<file path="src/rtl/riskow_pkg.sv">
// ============================================================================
// riskow_pkg
// Shared ALU operation codes, RV32I opcode/funct7 constants and OP/OP-IMM decode.
// Revision: 1.0
// ============================================================================
`default_nettype none

package riskow_pkg;

    typedef enum logic [3:0] {
        ALU_ADD = 4'd0,
        ALU_SUB = 4'd1,
        ALU_OR  = 4'd2,
        ALU_XOR = 4'd3,
        ALU_AND = 4'd4,
        ALU_LTU = 4'd5,
        ALU_LTS = 4'd6,
        ALU_SRL = 4'd7,
        ALU_SRA = 4'd8,
        ALU_SLL = 4'd9
    } alu_op_e;

    localparam logic [6:0] OPC_OP     = 7'b0110011;
    localparam logic [6:0] OPC_OP_IMM = 7'b0010011;
    localparam logic [6:0] F7_BASE    = 7'b0000000;
    localparam logic [6:0] F7_ALT     = 7'b0100000;

    typedef struct packed {
        alu_op_e op;
        logic    illegal;
        logic    use_rs2;
        logic    imm_shamt;
    } decode_t;

    function automatic decode_t decode(input logic [6:0] opc,
                                       input logic [2:0] f3,
                                       input logic [6:0] f7);
        decode_t d;
        d.op        = ALU_ADD;
        d.illegal   = 1'b0;
        d.use_rs2   = 1'b0;
        d.imm_shamt = 1'b0;
        if (opc == OPC_OP) begin
            d.use_rs2 = 1'b1;
            if (f7 != F7_BASE && f7 != F7_ALT)
                d.illegal = 1'b1;
            else if (f7 == F7_ALT && f3 != 3'b000 && f3 != 3'b101)
                d.illegal = 1'b1;
        end else if (opc == OPC_OP_IMM) begin
            // Only the shift immediates reuse the funct7 field.
            d.imm_shamt = (f3 == 3'b001) || (f3 == 3'b101);
            if (f3 == 3'b001 && f7 != F7_BASE)
                d.illegal = 1'b1;
            if (f3 == 3'b101 && f7 != F7_BASE && f7 != F7_ALT)
                d.illegal = 1'b1;
        end else begin
            d.illegal = 1'b1;
        end
        case (f3)
            3'b000: d.op = (opc == OPC_OP && f7 == F7_ALT) ? ALU_SUB : ALU_ADD;
            3'b001: d.op = ALU_SLL;
            3'b010: d.op = ALU_LTS;
            3'b011: d.op = ALU_LTU;
            3'b100: d.op = ALU_XOR;
            3'b101: d.op = (f7 == F7_ALT) ? ALU_SRA : ALU_SRL;
            3'b110: d.op = ALU_OR;
            3'b111: d.op = ALU_AND;
            default: d.op = ALU_ADD;
        endcase
        if (d.illegal) begin
            d.op        = ALU_ADD;
            d.use_rs2   = 1'b0;
            d.imm_shamt = 1'b0;
        end
        return d;
    endfunction

endpackage

`default_nettype wire

</file>
<file path="src/rtl/alu_operand_stage_register_file.sv">
// ============================================================================
// register_file
// 2 async read ports, 1 sync write port, x0 reads zero, async active-low clear.
// Revision: 1.0
// ============================================================================
`default_nettype none

module register_file #(
    parameter int DATA_WIDTH = 32,
    parameter int REG_COUNT  = 32,
    parameter int AW         = $clog2(REG_COUNT)
) (
    input  logic                  clk_i,
    input  logic                  rst_ni,
    input  logic                  we_i,
    input  logic [AW-1:0]         waddr_i,
    input  logic [DATA_WIDTH-1:0] wdata_i,
    input  logic [AW-1:0]         raddr1_i,
    output logic [DATA_WIDTH-1:0] rdata1_o,
    input  logic [AW-1:0]         raddr2_i,
    output logic [DATA_WIDTH-1:0] rdata2_o
);

    logic [DATA_WIDTH-1:0] mem_q [REG_COUNT];

    always_ff @(posedge clk_i or negedge rst_ni) begin
        if (!rst_ni) begin
            for (int i = 0; i < REG_COUNT; i++)
                mem_q[i] <= '0;
        end else if (we_i && waddr_i != '0) begin
            mem_q[waddr_i] <= wdata_i;
        end
    end

    assign rdata1_o = (raddr1_i == '0) ? '0 : mem_q[raddr1_i];
    assign rdata2_o = (raddr2_i == '0) ? '0 : mem_q[raddr2_i];

endmodule

`default_nettype wire

</file>
<file path="src/rtl/alu_operand_stage.sv">
// ============================================================================
// alu_operand_stage
// Decodes OP/OP-IMM, fetches operands with scoreboard stall and write-back bypass.
// Revision: 1.0
// ============================================================================
`default_nettype none

module alu_operand_stage
    import riskow_pkg::*;
#(
    parameter int DATA_WIDTH = 32,
    parameter int REG_COUNT  = 32
) (
    input  logic                  clk_i,
    input  logic                  rst_ni,
    input  logic                  instr_valid_i,
    input  logic [31:0]           instr_i,
    output logic                  instr_ready_o,
    input  logic                  wb_en_i,
    input  logic [4:0]            wb_rd_i,
    input  logic [DATA_WIDTH-1:0] wb_data_i,
    output logic                  alu_valid_o,
    input  logic                  alu_ready_i,
    output logic [3:0]            alu_operation_o,
    output logic [DATA_WIDTH-1:0] alu_x_o,
    output logic [DATA_WIDTH-1:0] alu_y_o,
    output logic [4:0]            alu_rd_o,
    output logic                  alu_illegal_o
);

    logic [6:0] opcode;
    logic [4:0] rd, rs1, rs2;
    logic [2:0] funct3;
    logic [6:0] funct7;
    decode_t    dec;

    assign opcode = instr_i[6:0];
    assign rd     = instr_i[11:7];
    assign funct3 = instr_i[14:12];
    assign rs1    = instr_i[19:15];
    assign rs2    = instr_i[24:20];
    assign funct7 = instr_i[31:25];
    assign dec    = decode(opcode, funct3, funct7);

    logic [DATA_WIDTH-1:0] rf_rd1, rf_rd2;

    register_file #(
        .DATA_WIDTH (DATA_WIDTH),
        .REG_COUNT  (REG_COUNT),
        .AW         (5)
    ) u_regfile (
        .clk_i    (clk_i),
        .rst_ni   (rst_ni),
        .we_i     (wb_en_i),
        .waddr_i  (wb_rd_i),
        .wdata_i  (wb_data_i),
        .raddr1_i (rs1),
        .rdata1_o (rf_rd1),
        .raddr2_i (rs2),
        .rdata2_o (rf_rd2)
    );

    logic [REG_COUNT-1:0] busy_q, busy_d;
    logic                 wb_live, byp1, byp2, haz1, haz2, hazard, accept;

    // A write-back landing this cycle both resolves the hazard and supplies the operand.
    assign wb_live = wb_en_i && (wb_rd_i != 5'd0);
    assign byp1    = wb_live && (wb_rd_i == rs1);
    assign byp2    = wb_live && (wb_rd_i == rs2);
    assign haz1    = !dec.illegal && (rs1 != 5'd0) && busy_q[rs1] && !byp1;
    assign haz2    = dec.use_rs2 && (rs2 != 5'd0) && busy_q[rs2] && !byp2;
    assign hazard  = haz1 || haz2;

    logic alu_valid_q;

    assign instr_ready_o = (!alu_valid_q || alu_ready_i) && !hazard;
    assign accept        = instr_valid_i && instr_ready_o;

    logic [DATA_WIDTH-1:0] x_d, y_d, imm_sext, imm_shamt;

    assign imm_sext  = {{(DATA_WIDTH-12){instr_i[31]}}, instr_i[31:20]};
    assign imm_shamt = {{(DATA_WIDTH-5){1'b0}}, instr_i[24:20]};

    always_comb begin
        x_d = byp1 ? wb_data_i : rf_rd1;
        if (dec.use_rs2)
            y_d = byp2 ? wb_data_i : rf_rd2;
        else if (dec.imm_shamt)
            y_d = imm_shamt;
        else
            y_d = imm_sext;
        if (dec.illegal) begin
            x_d = '0;
            y_d = '0;
        end
    end

    // Set is applied after clear so a younger issue to the same rd wins.
    always_comb begin
        busy_d = busy_q;
        if (wb_live)
            busy_d[wb_rd_i] = 1'b0;
        if (accept && !dec.illegal && rd != 5'd0)
            busy_d[rd] = 1'b1;
        busy_d[0] = 1'b0;
    end

    always_ff @(posedge clk_i or negedge rst_ni) begin
        if (!rst_ni)
            busy_q <= '0;
        else
            busy_q <= busy_d;
    end

    alu_op_e               op_q;
    logic [DATA_WIDTH-1:0] x_q, y_q;
    logic [4:0]            rd_q;
    logic                  illegal_q;

    always_ff @(posedge clk_i or negedge rst_ni) begin
        if (!rst_ni) begin
            alu_valid_q <= 1'b0;
            op_q        <= ALU_ADD;
            x_q         <= '0;
            y_q         <= '0;
            rd_q        <= '0;
            illegal_q   <= 1'b0;
        end else if (accept) begin
            alu_valid_q <= 1'b1;
            op_q        <= dec.op;
            x_q         <= x_d;
            y_q         <= y_d;
            rd_q        <= dec.illegal ? 5'd0 : rd;
            illegal_q   <= dec.illegal;
        end else if (alu_ready_i) begin
            alu_valid_q <= 1'b0;
        end
    end

    assign alu_valid_o     = alu_valid_q;
    assign alu_operation_o = op_q;
    assign alu_x_o         = x_q;
    assign alu_y_o         = y_q;
    assign alu_rd_o        = rd_q;
    assign alu_illegal_o   = illegal_q;

endmodule

`default_nettype wire

</file>
<file path="config.mk">
export PLATFORM = sky130hd
export DESIGN_NAME = alu_operand_stage
export DESIGN_NICKNAME = d
export VERILOG_FILES = /design/src/rtl/riskow_pkg.sv /design/src/rtl/alu_operand_stage_register_file.sv /design/src/rtl/alu_operand_stage.sv
export SDC_FILE = /design/constraint.sdc
export NUM_CORES = 2
export LEC_CHECK = 0
export BUFFER_PORTS_ARGS = -buffer_cell sky130_fd_sc_hd__buf_2
export CORE_UTILIZATION = 63
export CTS_CLUSTER_DIAMETER = 200
export CTS_CLUSTER_SIZE = 28
export DETAILED_ROUTE_END_ITERATION = 8
export PLACE_DENSITY_LB_ADDON = 0.1
export SLEW_MARGIN = 40
export SYNTH_ARGS = -nofsm -noshare
export SYNTH_HDL_FRONTEND = slang
export SYNTH_HIERARCHICAL = 1
export SYNTH_SLANG_ARGS = --single-unit
</file>
<file path="constraint.sdc">
create_clock -name clk_i -period 3.2 [get_ports clk_i]
set_input_delay 0.32 -clock clk_i [delete_from_list [all_inputs] [get_ports clk_i]]
set_output_delay 0.32 -clock clk_i [all_outputs]
set_load 0.005 [all_outputs]
</file>
==> impl_metrics.sql <==
INSERT INTO impl_metrics (metric_group, metric, value, unit) VALUES
('flow_run', 'cap_viol_max_count', '0', ''),
('die', 'boundaryPins', '150', ''),
('routing', 'first_iter_violations', '4526', ''),
('cts', 'cts_tree', 'done', ''),
('timing', 'hold_viol_final', '0', ''),
('timing', 'fmax', '328', 'MHz'),
('synth', 'synthArstFlopShare', '1.00', ''),
('cts', 'cts_hold_buffers', '5', ''),
('synth', 'synth_top_family_by_area', 'multiplexers', ''),
('timing', 'fin_worst_skew', '32.8', 'ps'),
('setup_path', 'crit_cells', '8', ''),
('synth', 'ys_dominant_reg_cell', 'sky130_fd_sc_hd__dfrtp_1', ''),
('setup_path', 'crit_chain', 'mux4_2 -> nand3_1 -> o2111ai_1 -> a311o_1 -> a31oi_2 -> buf_4 -> and2_1 -> buf_2', ''),
('synth', 'synthCells', '4092', ''),
('synth', 'synth.top_cell.area_share', '0.465', ''),
('setup_path', 'data_required_time_at_the_worst_endpoint', '2880', 'ps'),
('routing', 'drt_pass1_iterations', '7', ''),
('grt', 'vias_in_the_first_global_route', '40100', ''),
('timing', 'rsz0062_at_grt', 'no', ''),
('pwr', 'max-vdd-ir-drop', '433', 'uV'),
('synth', 'synth_nets', '4166', ''),
('setup_path', 'critPathLaunchType', 'flip-flop', ''),
('cts', 'post-cts-setup-buffers', '0', ''),
('run_status', 'result_of_the_run', 'completed', ''),
('die', 'floorplan.rows', '113', ''),
('setup_path', 'worst-r2r-setup-slack', '480', 'ps'),
('setup_path', 'worst_path_max_delay_cell', 'sky130_fd_sc_hd__mux4_2', ''),
('cts', 'ctsHtreeMaxLevel', '2', ''),
('synth', 'post_synth_instance_area', '60800', 'sq um'),
('timing', 'worstMarginPinSlew', '806', 'ps'),
('pwr', 'leakage', '28.8', 'nW'),
('cts', 'cts_inserted_buffers', '46', ''),
('routing', 'drcViolationCount', '0', ''),
('synth', 'synth_enable_flop_cells', '0', ''),
('final_layout', 'layout.cells.most_common_list', '1130 x sky130_fd_sc_hd__dfrtp_1, 1042 x sky130_fd_sc_hd__mux2_2, 467 x sky130_fd_sc_hd__mux4_2', ''),
('final_layout', 'finalNonFillerCells', '5367', ''),
('timing', 'setup_viol_count_final', '0', ''),
('setup_path', 'worst_path_dominant_cell_family', 'compound AO/OA/AOI/OAI gates', ''),
('setup_path', 'reg_to_reg_start', 'busy_q[7]$_DFF_PN0_', ''),
('setup_path', 'capturing_element_type_of_the_critical_path', 'output pin', ''),
('grt', 'pin_count_of_the_biggest_net_entering_global_routing', '79', ''),
('grt', 'antenna_found_initial', '15', ''),
('grt', 'gr-total-overflow', '0', ''),
('grt', 'grt_pass1_wl', '279', 'mm'),
('setup_path', 'worst-path-buf-inv', '2', ''),
('setup_path', 'ff_to_ff_path_depth', '8', ''),
('synth', 'netlist.top_cell.by_area', 'sky130_fd_sc_hd__dfrtp_1', ''),
('place', 'dpl.cell_count', '5306', ''),
('place', 'dp_hpwl', '116', 'mm'),
('die', 'fp.coreArea', '95300', 'sq um'),
('cts', 'cts.clk_slew.worst_paths', '120', 'ps'),
('pwr', 'p_per_area', '515', 'nW/um^2'),
('synth', 'synth-xor-area-share', '0.00159', ''),
('die', 'initial_core_utilization', '0.638', ''),
('place', 'placement.io_buffers', '149', ''),
('cts', 'cts-root-buf', 'sky130_fd_sc_hd__clkbuf_16', ''),
('cts', 'cts_num_sinks', '1130', ''),
('timing', 'min_period', '3050', 'ps'),
('setup_path', 'worst_setup_path_startpoint', 'busy_q[31]$_DFF_PN0_', ''),
('routing', 'post_drt_wl_per_cell', '35.4', 'microns'),
('routing', 'route.vias.total', '40100', ''),
('cts', 'ctsResizeCount', '0', ''),
('routing', 'drtAntennaViolNets', '0', ''),
('die', 'fp.dieH', '313', 'microns'),
('timing', 'finalCritPeriodShare', '0.954', ''),
('setup_path', 'arrival', '2730', 'ps'),
('routing', 'post_drt_via_cell_ratio', '7.47', ''),
('synth', 'most_area_consuming_cells_after_synthesis', 'sky130_fd_sc_hd__dfrtp_1 47%, sky130_fd_sc_hd__mux2_2 19%, sky130_fd_sc_hd__mux4_2 17%, sky130_fd_sc_hd__mux2i_1 3.7%, sky130_fd_sc_hd__clkbuf_1 1.4%', ''),
('setup_path', 'crit_path_max_incr_delay', '480', 'ps'),
('synth', 'yosys.cell_types.count', '70', ''),
('timing', 'report.final.slew_viol_count', '0', '');
## logic make-up (layout without fill, tap and decap cells)
family / count (synthesis) / count (layout)
muxes: 1803 / 1803
other: 0 / 4
xor gates and xnor gates: 11 / 11
and+or+nand+nor: 281 / 281
buffers and inverters: 474 / 480
DFF: 1130 / 1130
AOI/OAI and AO/OA: 393 / 393
## metal layers
metal,up-vias,routed length (microns),global-route usage
met5,-,68,0
met4,10,7970,0.140
met3,485,23100,0.114
met2,2367,83800,0.571
met1,21500,75300,0.574
li1,15800,-,-
## flip-flops by register name, summed over array words and instances, names as in the netlist
signal           count
alu_illegal_o        1
alu_operation_o      4
alu_rd_o             5
alu_valid_o          1
alu_x_o             32
alu_y_o             32
busy_q              31
u_regfile/mem_q   1024
## synth_stat cells, types with 15 or more instances
cell type	count
sky130_fd_sc_hd__dfrtp_1	1130
sky130_fd_sc_hd__mux2_2	1042
sky130_fd_sc_hd__mux4_2	467
sky130_fd_sc_hd__clkbuf_1	229
sky130_fd_sc_hd__mux2i_1	223
sky130_fd_sc_hd__buf_2	114
sky130_fd_sc_hd__o22ai_1	76
sky130_fd_sc_hd__nor2_1	68
sky130_fd_sc_hd__buf_1	63
sky130_fd_sc_hd__nor3_1	60
sky130_fd_sc_hd__mux2_4	53
sky130_fd_sc_hd__a22o_1	52
sky130_fd_sc_hd__a211oi_1	43
sky130_fd_sc_hd__a21oi_1	42
sky130_fd_sc_hd__nand2_1	37
sky130_fd_sc_hd__o21ai_0	37
sky130_fd_sc_hd__buf_4	33
sky130_fd_sc_hd__o41ai_1	30
sky130_fd_sc_hd__o221ai_1	26
sky130_fd_sc_hd__a2111oi_0	25
sky130_fd_sc_hd__nor2b_1	24
sky130_fd_sc_hd__buf_6	22
sky130_fd_sc_hd__a22oi_1	18
sky130_fd_sc_hd__nand2b_1	16
sky130_fd_sc_hd__nand3_1	15
## per-stage QoR
stage / utilization / instance area [sq um] / worst slack [ps] / power [mW]
2_1_floorplan: - / 60800 / 473 / 24.1
3_5_place_dp: 0.673 / 64200 / 29.7 / 26.6
3_3_place_gp: 0.673 / 64100 / -112 / 26.3
4_1_cts: 0.687 / 65500 / 146 / 33.7
5_1_grt: 0.688 / 65500 / 59.4 / 35.1
6_report: 0.688 / 65500 / 148 / 33.8
## worst register-to-register path: cells and delay by family, from the launching register on
family / cells / cell delay [ps]
multiplexers: 2 / 860
AO/OA/AOI/OAI: 2 / 640
flip-flops: 1 / 430
buffers and inverters: 1 / 290
AND/OR/NAND/NOR: 3 / 390
## worst min-delay path by stage
stage,startpoint,endpoint,slack [ps],depth (start not counted)
3_3_place_gp,u_regfile/mem_q[1015]$_DFFE_PN0P_,u_regfile/mem_q[1015]$_DFFE_PN0P_,380,0
6_report,instr_i[27],alu_y_o[7]$_DFFE_PN0P_,30,4
4_1_cts,instr_i[27],alu_y_o[7]$_DFFE_PN0P_,10,4
5_1_grt,instr_i[27],alu_y_o[7]$_DFFE_PN0P_,50,4
3_5_place_dp,u_regfile/mem_q[992]$_DFFE_PN0P_,u_regfile/mem_q[992]$_DFFE_PN0P_,380,0
2_1_floorplan,rst_ni,alu_illegal_o$_DFFE_PN0P_,20,0
## power breakdown
part,internal [mW],switching [mW],total (mW)
logic,4.81,3.07,7.87
clock network,2.77,4.51,7.28
registers,16.7,1.88,18.6
total,24.3,9.46,33.8
## area by class of cell
type                            instances  area [sq um]
Clock buffer                           49          1230
Sequential cell                      1130         28300
Fill cell                            6560         29800
Timing Repair Buffer                  424          3970
Multi-Input combinational cell       2488         30400
Antenna cell                            4          10.0
Clock inverter                          1          20.0
Tap cell                             1265          1580
Inverter                                6          22.5
Power figures use the tool's default switching activity.
